[config.mk]
export PLATFORM = sky130hd
export DESIGN_NAME = color_effects_controller
export DESIGN_NICKNAME = d
export VERILOG_FILES = /design/src/rtl/color_effects_controller.sv
export SDC_FILE = /design/constraint.sdc
export NUM_CORES = 1
export LEC_CHECK = 0
export BUFFER_PORTS_ARGS = -buffer_cell sky130_fd_sc_hd__buf_2
export CAP_MARGIN = 20
export CORE_UTILIZATION = 50
export DETAILED_ROUTE_END_ITERATION = 8
export PLACE_DENSITY = 0.74
export SLEW_MARGIN = 20
export SYNTH_ARGS = -nofsm -noshare
export SYNTH_HDL_FRONTEND = slang
export SYNTH_SLANG_ARGS = --single-unit
[constraint.sdc]
create_clock -name Clk -period 1.74 [get_ports Clk]
set_input_delay 0.348 -clock Clk [delete_from_list [all_inputs] [get_ports Clk]]
set_output_delay 0.348 -clock Clk [all_outputs]
set_load 0.005 [all_outputs]
[src/rtl/color_effects_controller.sv]
// color_effects_controller: frame-driven hue rotation, beat-synchronous luminance pulse
// and periodic colour inversion for the VGA colour mapper, keyed off the game state.
module color_effects_controller #(
   parameter int BEAT_FRAMES  = 30,
   parameter int PULSE_AMP    = 3,
   parameter int INVERT_BEATS = 8
) (
   input  logic       Clk,
   input  logic       Reset,
   input  logic       frame_tick,
   input  logic [2:0] State,
   output logic [5:0] Hue_offset,
   output logic [4:0] Saturation_offset,
   output logic [4:0] Luminance_offset,
   output logic       invert_colors
);
   localparam int CW = BEAT_FRAMES > 1 ? $clog2(BEAT_FRAMES) : 1;
   localparam int IW = INVERT_BEATS > 1 ? $clog2(INVERT_BEATS) : 1;
   localparam logic [CW-1:0] BEAT_LAST = CW'(BEAT_FRAMES - 1);
   localparam logic [IW-1:0] IDX_LAST = IW'(INVERT_BEATS - 1);
   localparam logic [4:0] AMP = 5'(PULSE_AMP);
   logic [1:0] hue_div;
   logic [CW-1:0] beat_cnt;
   logic [IW-1:0] beat_idx;
   logic [2:0] prev_state;
   logic decay_ph, armed;
   logic playing, over, start, beat, hue_en;
   assign Saturation_offset = '0;
   assign playing = State != 3'd0 && State < 3'd4;
   assign over = State >= 3'd4;
   // armed stays low for the first edge after reset so a State already at 1 is not a game start
   assign start = armed && prev_state == 3'd0 && State == 3'd1;
   assign beat = frame_tick && playing && beat_cnt == BEAT_LAST;
   assign hue_en = (State == 3'd0 || State == 3'd2) ? !hue_div[0] :
                   State == 3'd1 ? hue_div == 2'd0 : State == 3'd3;
   always_ff @(posedge Clk or negedge Reset) begin
      if (!Reset) begin
         Hue_offset <= '0;
         Luminance_offset <= '0;
         invert_colors <= 1'b0;
         hue_div <= '0;
         beat_cnt <= '0;
         beat_idx <= '0;
         decay_ph <= 1'b0;
         prev_state <= '0;
         armed <= 1'b0;
      end else begin
         armed <= 1'b1;
         prev_state <= State;
         if (start) begin
            Luminance_offset <= AMP;
            beat_cnt <= '0;
            hue_div <= '0;
            decay_ph <= 1'b0;
            beat_idx <= '0;
            invert_colors <= 1'b0;
         end else begin
            if (frame_tick) begin
               hue_div <= hue_div + 2'd1;
               if (hue_en) Hue_offset <= Hue_offset + 6'd1;
            end
            beat_cnt <= !playing ? '0 : !frame_tick ? beat_cnt :
                        beat_cnt == BEAT_LAST ? '0 : beat_cnt + CW'(1);
            if (over) begin
               Luminance_offset <= '0;
               decay_ph <= 1'b0;
            end else if (beat) begin
               Luminance_offset <= AMP;
               decay_ph <= 1'b0;
            end else if (frame_tick) begin
               decay_ph <= !decay_ph;
               if (decay_ph && Luminance_offset != 5'd0) Luminance_offset <= Luminance_offset - 5'd1;
            end
            if (State != 3'd3) begin
               beat_idx <= '0;
               invert_colors <= 1'b0;
            end else if (beat) begin
               beat_idx <= beat_idx == IDX_LAST ? '0 : beat_idx + IW'(1);
               if (beat_idx == IDX_LAST) invert_colors <= !invert_colors;
            end
         end
      end
   end
endmodule

==> results.py, run 1 <==
metrics = {
    "die": {
        "placementRows": 19,
        "pin_count": 23,
        "die_area_mm2": 0.00317,
        "die_h_um": 56.3,
        "initial_utilization_pct": 53.0,
        "coreArea_mm2": 0.00278,
        "die_w_um": 56.3,
    },
    "sta": {
        "worst_slack_ns": -0.0283,
        "slew_viol_final": 0,
        "relSlewSlack_pct": 59.8,
        "fmax_mhz": 566,
        "hold_violations": 0,
        "rsz0062_at_grt": "true",
        "min_period_ns": 1.77,
        "finalCritPeriodShare_pct": 102,
        "tightestPinTransition_ns": 0.603,
        "setup_viol": 4,
        "clock_skew_ns": 0.00684,
        "hold_slack_ns": 0.00114,
    },
    "yosys": {
        "syn_area_mm2": 0.00147,
        "synth_seq_cells": 27,
        "yosysUniqueCellTypes": 41,
        "synth_flop_cell": "dfrtp_1",
        "synth-edff-count": 0,
        "synth_area_per_cell_um2": 10.8,
        "yosysSeqAreaShare_pct": 45.8,
        "yosysWarnings": 0,
        "netlist_instances": 137,
        "async_flop_share_pct": 100,
    },
    "grt": {
        "antenna_found_initial": 0,
        "use_met3_pct": 3.23,
        "grtUsageMet1_pct": 25.2,
        "grt_overflow": 0,
        "first_global_vias": 1048,
        "grt_max_degree": 28,
        "grt.busiest_layer": "met2",
        "grt_pass1_wl_um": 4660,
        "grt_use_met2_pct": 29.6,
        "grt_usage_pct": 19.0,
    },
    "cts": {
        "cts_sinks": 27,
        "cts_tree": "done",
        "cts_resized": 2,
        "ctsHoldBuffers": 0,
        "cts-buffers-inserted": 3,
        "clk_latency_ns": 0.33,
        "cts_setup_buffers": 0,
        "cts.clk_slew.worst_paths_ns": 0.14,
        "cts_max_level": 1,
        "ctsRootBufferMaster": "clkbuf_4",
        "cts_buffer_depth": 2,
    },
    "detailed_routing": {
        "dr.first_iter.drc_count": 30,
        "viasPerCell": 5.69,
        "drcViolationCount": 0,
        "totalWireLength_um": 2680,
        "drtAntennaViolNets": 0,
        "drt-pass1-iter-count": 4,
        "vias": 1099,
        "avgRoutedWirePerCell_um": 13.9,
    },
    "run_status": {
        "violations": "setup timing",
        "outcome": "complete, but fails checks",
    },
    "worst_setup_path": {
        "ff2ff_setup_slack_ns": -0.03,
        "reg2reg_depth": 4,
        "crit_type": "flip-flop to flip-flop",
        "arrival_ns": 1.99,
        "cp_slowest_cell": "or4b_4",
        "cp.required_ns": 1.96,
        "cp_max_fo": 6,
        "cp_slowest_stage_delay_ns": 0.59,
        "cp-start-kind": "flip-flop",
        "crit_path_cell_trace": "or4b_4 -> o21ai_1 -> nor3_1 -> a211o_1",
        "cp-end-kind": "flip-flop",
    },
    "cells_and_area": {
        "drive_gt1_share_pct": 24.1,
        "area_delta_synth_final_pct": 12.4,
        "antennaDiodeCount": 0,
        "fin_nets": 176,
        "final_cell_mix": "dfrtp_1 (27), buf_2 (17), nor2_1 (13)",
        "mostFrequentLayoutCell": "dfrtp_1",
    },
    "placed_design": {
        "hpwl_um": 1990,
        "port_buffers": 17,
        "gp_congestion": 0.865,
    },
    "pwr": {
        "total_power_uw": 1540,
        "power.density_mw_per_mm2": 932,
        "vdd_ir_drop_max_v": 0.000819,
        "leakage_uw": 0.000803,
    },
    "worst_hold_path": {
        "min_path_type": "input pin to async pin",
    },
    "job": {
        "cap_violations": 0,
    },
}
==> routing by layer <==
metal / vias to the layer above / share of wire [%]
li1: 533 / -
met1: 527 / 45
met2: 30 / 49
met3: 9 / 3.9
met4: 0 / 2.9
met5: - / 0
==> cell type report <==
type	instances	area, um^2
flip-flops and latches	27	676
fillers	246	1120
inverters	5	18.8
clock buffers	4	26.3
multi-input cells	101	752
repair buffers	25	145
well taps	31	38.8
==> kinds of logic after synthesis <==
logic type | count (synthesis) | synth area share (%)
other cells | 2 | 0.510
mux | 7 | 5.18
flops | 27 | 45.8
simple gates | 57 | 22.6
xor+xnor | 8 | 4.75
buf+inv | 13 | 5.86
fa+ha+maj | 7 | 5.94
compound gates | 16 | 9.34
==> flip-flops by register name, indices dropped and copies added (netlist names) <==
name	count
hue_div	2
beat_idx	3
armed	1
invert_colors	1
Luminance_offset	5
prev_state	3
Hue_offset	6
beat_cnt	5
decay_ph	1
==> through the flow <==
stage	TNS [ns]	instances	cell area, um^2	setup WS [ns]	util (%)
floorplan	-0.0231	141	1490	-0.0231	-
global placement	0	189	1610	0.0127	57.7
detailed placement	-0.0640	189	1610	-0.0554	57.7
CTS	-0.0862	193	1650	-0.0258	59.2
global route	-0.343	193	1660	-0.0806	59.6
finish	-0.0997	193	1660	-0.0283	59.6
==> Yosys cell counts, types with 2 or more instances <==
master,number,area share (%)
a211o_1,3,1.8
nand2_1,4,1.0
ha_1,7,5.9
o21ai_0,2,0.68
xnor2_1,6,3.6
dfrtp_1,27,46
buf_4,6,3.1
nor4_1,3,1.3
nor4b_1,4,2.4
conb_1,2,0.51
or3_1,2,0.85
o2bb2ai_1,2,1.2
nor2_1,13,3.3
a21o_1,2,1.0
nand3_1,3,1.0
mux2i_1,5,3.4
xor2_1,2,1.2
nor3_1,10,3.4
nand2b_1,4,1.7
nand4_1,3,1.3
inv_1,5,1.3
buf_6,2,1.5
nor2b_1,2,0.85
==> path summary, 6_finish.rpt <==
kind / start / end
max: prev_state[2] / Luminance_offset[3]
min: Reset / beat_cnt[4]
max reg2reg: prev_state[2] / Luminance_offset[3]
min reg2reg: Hue_offset[5] / Hue_offset[5]
max in group asynchronous: Reset / Hue_offset[0]
min in group Clk: State[2] / prev_state[2]
==> power breakdown <==
group	internal, uW	switching [uW]	leakage [uW]
registers	733	106	0.000352
logic	233	203	0.000437
clock network	89.9	180	0.0000150
total	1060	488	0.000803
==> worst max-delay path: cells and delay by family (launching register included) <==
| family | cells | cell delay [ns] |
|---|---|---|
| AO/OA/AOI/OAI | 2 | 0.60 |
| flip-flops | 1 | 0.39 |
| AND/OR/NAND/NOR | 2 | 0.68 |
(Power assumes the default switching activity.)
==> inputs of run 2 (changes only) <==
CELL_PAD_IN_SITES_DETAIL_PLACEMENT = 1   (was unset)
CELL_PAD_IN_SITES_GLOBAL_PLACEMENT = 2   (was unset)
CORE_UTILIZATION = 32   (was 50)
PLACE_DENSITY = unset   (was 0.74)
PLACE_DENSITY_LB_ADDON = 0.1   (was unset)
SLEW_MARGIN = unset   (was 20)
==> results.py, run 2 (same netlist as run 1, synthesis figures left out) <==
metrics = {
    "run_status": {
        "outcome": "complete, but fails checks",
        "violations": "setup timing",
    },
    "cells_and_area": {
        "largest_reg_flops": 6,
        "final_area_mm2": 0.00181,
        "final_cell_mix": "dfrtp_1 (27), buf_2 (17), buf_4 (16)",
        "mostFrequentLayoutCell": "dfrtp_1",
        "antennaDiodeCount": 0,
        "top_regs": "Hue_offset (6), Luminance_offset (5), beat_cnt (5)",
        "drive_gt1_share_pct": 31.6,
        "largest-register": "Hue_offset",
        "finish.utilization_pct": 41.3,
        "area_delta_synth_final_pct": 22.8,
        "fin_nets": 185,
    },
    "cts": {
        "cts.clk_slew.worst_paths_ns": 0.10,
        "ctsHoldBuffers": 0,
        "cts_max_level": 1,
        "cts_tree": "done",
        "cts_sinks": 27,
        "clk_latency_ns": 0.28,
        "cts-buffers-inserted": 3,
        "cts_buffer_depth": 2,
        "ctsRootBufferMaster": "clkbuf_8",
    },
    "pwr": {
        "leakage_uw": 0.000868,
        "p_seq_share_pct": 48.7,
        "total_power_uw": 1720,
        "power.density_mw_per_mm2": 949,
        "p_clk_share_pct": 21.8,
        "switching_share_pct": 31.8,
        "vdd_ir_drop_max_v": 0.000486,
        "power.switching_uw": 545,
        "p_int_uw": 1170,
        "comb_power_share_pct": 29.5,
    },
    "sta": {
        "setup_viol": 6,
        "tightestPinTransition_ns": 0.632,
        "rsz0062_at_grt": "true",
        "min_period_ns": 1.78,
        "clock_skew_ns": 0.00232,
        "tns_ns": -0.139,
        "finalCritPeriodShare_pct": 102,
        "hold_violations": 0,
        "relSlewSlack_pct": 57.9,
        "worst_slack_ns": -0.0412,
        "hold_slack_ns": 0.0740,
        "slew_viol_final": 0,
        "fmax_mhz": 561,
    },
    "die": {
        "placementRows": 24,
        "die_w_um": 69.9,
        "die_h_um": 69.9,
        "coreArea_mm2": 0.00438,
        "initial_utilization_pct": 33.6,
        "pin_count": 23,
        "die_area_mm2": 0.00488,
    },
    "grt": {
        "grt_usage_pct": 15.1,
        "grt_max_degree": 28,
        "grt_overflow": 0,
        "antenna_found_initial": 0,
        "first_global_vias": 1217,
        "grt_pass1_wl_um": 5840,
    },
    "worst_setup_path": {
        "r2r-end": "Hue_offset[1]",
        "cp-end-kind": "flip-flop",
        "crit_path_cell_trace": "or4b_4 -> a211o_4 -> mux2_4",
        "crit_family": "simple AND/OR/NAND/NOR gates",
        "cp_slowest_stage_delay_ns": 0.62,
        "path_buf_inv": 0,
        "reg2reg_depth": 3,
        "cp.required_ns": 1.91,
        "arrival_ns": 1.95,
        "cp-start-kind": "flip-flop",
        "cp_max_fo": 6,
        "ff2ff_setup_slack_ns": -0.04,
        "cp_slowest_cell": "or4b_4",
        "crit_type": "flip-flop to flip-flop",
        "path_depth": 3,
        "rr_startpoint": "prev_state[2]",
    },
    "worst_hold_path": {
        "min_path_type": "input pin to async pin",
    },
    "detailed_routing": {
        "avgRoutedWirePerCell_um": 14.9,
        "dr.first_iter.drc_count": 31,
        "drtAntennaViolNets": 0,
        "drcViolationCount": 0,
        "viasPerCell": 5.10,
        "totalWireLength_um": 3330,
        "drt-pass1-iter-count": 4,
        "vias": 1138,
    },
    "placed_design": {
        "port_buffers": 17,
        "placed_cell_area_mm2": 0.00169,
        "hpwl_um": 2480,
        "gp_congestion": 0.742,
    },
    "job": {
        "cap_violations": 0,
    },
}
## run 2: cell count changes in the layout (fill, tap and decap cells not counted), moves of 2 or more
cell      delta
clkbuf_4     -3
clkbuf_8     +3
nor3_1       -2
buf_4        +8
## run 2: cell type report
type	instances	area [um^2]
clock buffer	3	41.3
multi-input combinational	101	787
timing repair buffer	34	216
inverter	5	18.8
fill	508	2570
clock inverter	1	5.00
sequential	27	676
tap	52	65.1
## run 2: how the worst max path moves through the flow
stage	startpoint	end	slack [ns]
3_3_place_gp	prev_state[2]	Hue_offset[1]	0.005
5_1_grt	prev_state[2]	beat_cnt[2]	-0.08
6_report	prev_state[2]	Hue_offset[1]	-0.04
3_5_place_dp	Luminance_offset[0]	Luminance_offset[1]	-0.04
2_1_floorplan	prev_state[2]	Hue_offset[1]	-0.02
4_1_cts	prev_state[0]	Hue_offset[1]	-0.02
## run 2: power by group through the flow
stage               logic, uW  clock network, uW  registers, uW
floorplan                 268                  0            842
global placement          466                  0            843
detailed placement        480                  0            849
CTS                       503                394            839
global route              575                411            860
finish                    506                374            837
## run 2: metrics by stage
step,std cells,worst slack [ns]
after floorplan,141,-0.0231
after global placement,218,0.00494
after detailed placement,218,-0.0376
after CTS,223,-0.0156
after global routing,223,-0.0843
final,223,-0.0412
## run 2: what timing repair did
action                                  4_1_cts  5_1_grt
endpoints found under the setup margin        5       10
setup buffers                                 1        0
resized for setup                             5        7
pin swaps                                     1        5
hold endpoints to repair                      0        0
## run 2: metal layers
layer  share of wire (%)  global-route usage, %  routed length, um  vias to the layer above
li1                    -                      -                  -                      548
met1                  49                   20.3               1620                      563
met2                  47                   24.6               1560                       22
met3                 3.0                   2.74                 99                        5
met4                 1.5                   5.33                 50                        0
met5                   0                      0                  0                        -
==> inputs of run 3 (changes only) <==
--- a/config.mk
+++ b/config.mk
@@ -11,2 +11,3 @@
 export CELL_PAD_IN_SITES_GLOBAL_PLACEMENT = 2
+export CORE_ASPECT_RATIO = 0.8
 export CORE_UTILIZATION = 32
==> constraint.sdc (replaced) <==
create_clock -name Clk -period 1.74 [get_ports Clk]
set_input_delay 0.174 -clock Clk [delete_from_list [all_inputs] [get_ports Clk]]
set_output_delay 0.174 -clock Clk [all_outputs]
set_load 0.005 [all_outputs]
==> results.py, run 3 (same netlist as run 1, synthesis figures left out) <==
metrics = {
    "worst_setup_path": {
        "cp_slowest_stage_delay_ns": 0.61,
        "critPathLaunch": "prev_state[2]",
        "crit_family": "simple AND/OR/NAND/NOR gates",
        "cp-end-kind": "flip-flop",
        "arrival_ns": 1.93,
        "path_buf_inv": 0,
        "ff2ff_setup_slack_ns": -0.04,
        "cp_max_fo": 6,
        "cp.required_ns": 1.90,
        "crit_type": "flip-flop to flip-flop",
        "rr_startpoint": "prev_state[2]",
        "cp-start-kind": "flip-flop",
        "cp_slowest_cell": "or4b_4",
        "crit_path_cell_trace": "or4b_4 -> a211o_4 -> mux2_4",
    },
    "cts": {
        "cts_tree": "done",
        "cts_buffer_depth": 2,
        "cts-buffers-inserted": 3,
        "cts_sinks": 27,
        "ctsRootBufferMaster": "clkbuf_8",
        "cts_setup_buffers": 0,
        "cts_max_level": 1,
        "clk_latency_ns": 0.27,
        "cts.clk_slew.worst_paths_ns": 0.08,
    },
    "pwr": {
        "p_int_uw": 1130,
        "leakage_uw": 0.000831,
        "comb_power_share_pct": 27.2,
        "p_seq_share_pct": 51.4,
        "switching_share_pct": 31.6,
        "p_clk_share_pct": 21.5,
        "vdd_ir_drop_max_v": 0.000575,
        "power.density_mw_per_mm2": 943,
        "power.switching_uw": 524,
    },
    "detailed_routing": {
        "avgRoutedWirePerCell_um": 14.9,
        "dr.first_iter.drc_count": 43,
        "totalWireLength_um": 3350,
        "vias": 1130,
        "drtAntennaViolNets": 0,
        "drt-pass1-iter-count": 4,
        "drcViolationCount": 0,
        "viasPerCell": 5.04,
    },
    "cells_and_area": {
        "largest-register": "Hue_offset",
        "antennaDiodeCount": 0,
        "final_cell_mix": "dfrtp_1 (27), buf_2 (17), nor2_1 (12)",
        "drive_gt1_share_pct": 26.9,
        "fin_nets": 181,
        "final_area_mm2": 0.00176,
        "largest_reg_flops": 6,
        "area_delta_synth_final_pct": 19.2,
        "top_regs": "Hue_offset (6), Luminance_offset (5), beat_cnt (5)",
        "mostFrequentLayoutCell": "dfrtp_1",
        "final_cells": 224,
    },
    "die": {
        "initial_utilization_pct": 34.2,
        "die_w_um": 77.9,
        "die_area_mm2": 0.00488,
        "die_h_um": 62.7,
        "placementRows": 21,
        "coreArea_mm2": 0.00431,
        "pin_count": 23,
    },
    "worst_hold_path": {
        "min_path_type": "input pin to flip-flop",
        "hp-start": "State[0]",
    },
    "job": {
        "cap_violations": 0,
    },
    "sta": {
        "hold_violations": 0,
        "rsz0062_at_grt": "true",
        "tns_ns": -0.0374,
        "relSlewSlack_pct": 58.0,
        "tightestPinTransition_ns": 0.630,
        "min_period_ns": 1.78,
        "setup_viol": 1,
        "finalCritPeriodShare_pct": 102,
        "worst_slack_ns": -0.0374,
        "hold_slack_ns": 0.127,
        "fmax_mhz": 563,
        "slew_viol_final": 0,
        "clock_skew_ns": 0.0112,
    },
    "placed_design": {
        "placed_cell_area_mm2": 0.00168,
        "hpwl_um": 2500,
        "port_buffers": 17,
        "place_inst": 220,
        "gp_congestion": 0.739,
    },
    "grt": {
        "grt_overflow": 0,
        "grt_pass1_wl_um": 5660,
        "grt_max_degree": 28,
        "first_global_vias": 1147,
        "antenna_found_initial": 0,
        "grt_usage_pct": 14.8,
    },
    "run_status": {
        "outcome": "complete, but fails checks",
        "violations": "setup timing",
    },
}
-- run 3: final timing paths --
kind	endpoint	cells past startpoint
setup / recovery	Hue_offset[1]	3
min in group asynchronous	Luminance_offset[1]	2
hold reg to reg	Hue_offset[5]	1
max in group asynchronous	armed	2
hold / removal	prev_state[0]	1
setup reg to reg	Hue_offset[1]	3
-- run 3: power by group through the flow --
stage	clock, uW	combinational, uW	sequential, uW
floorplan	0	268	842
global route	399	510	872
global placement	0	431	849
CTS	372	453	853
finish	356	450	851
detailed placement	0	446	865
-- run 3: metal layers --
layer | up-vias | track usage [%] | wire [um]
met5 | - | 0 | 0
met4 | 0 | 3.54 | 18
met3 | 2 | 3.07 | 92
met2 | 20 | 23.6 | 1600
met1 | 561 | 20.4 | 1630
li1 | 547 | - | -
-- run 3: timing repair --
| item | CTS | global route |
|---|---|---|
| hold buffers | 1 | 0 |
| resized for setup | 1 | 6 |
| endpoints found under the hold margin | 27 | 0 |
| endpoints found under the setup margin | 3 | 8 |
| pin swaps | 1 | 1 |
-- run 3: cell type report --
cell class | instances | area, um^2
Multi-Input combinational cell | 101 | 757
Inverter | 5 | 18.8
Sequential cell | 27 | 676
Timing Repair Buffer | 30 | 189
Fill cell | 506 | 2550
Tap cell | 57 | 71.3
Clock buffer | 4 | 45.0
-- run 3: per-stage QoR --
stage / total power [uW] / setup WS, ns / utilization (%)
after floorplan: 1110 / -0.0231 / -
after global placement: 1280 / 0.0122 / 38.9
after detailed placement: 1310 / -0.0155 / 38.9
after CTS: 1680 / -0.0205 / 40.3
after global routing: 1780 / -0.0662 / 40.8
final: 1660 / -0.0374 / 40.8
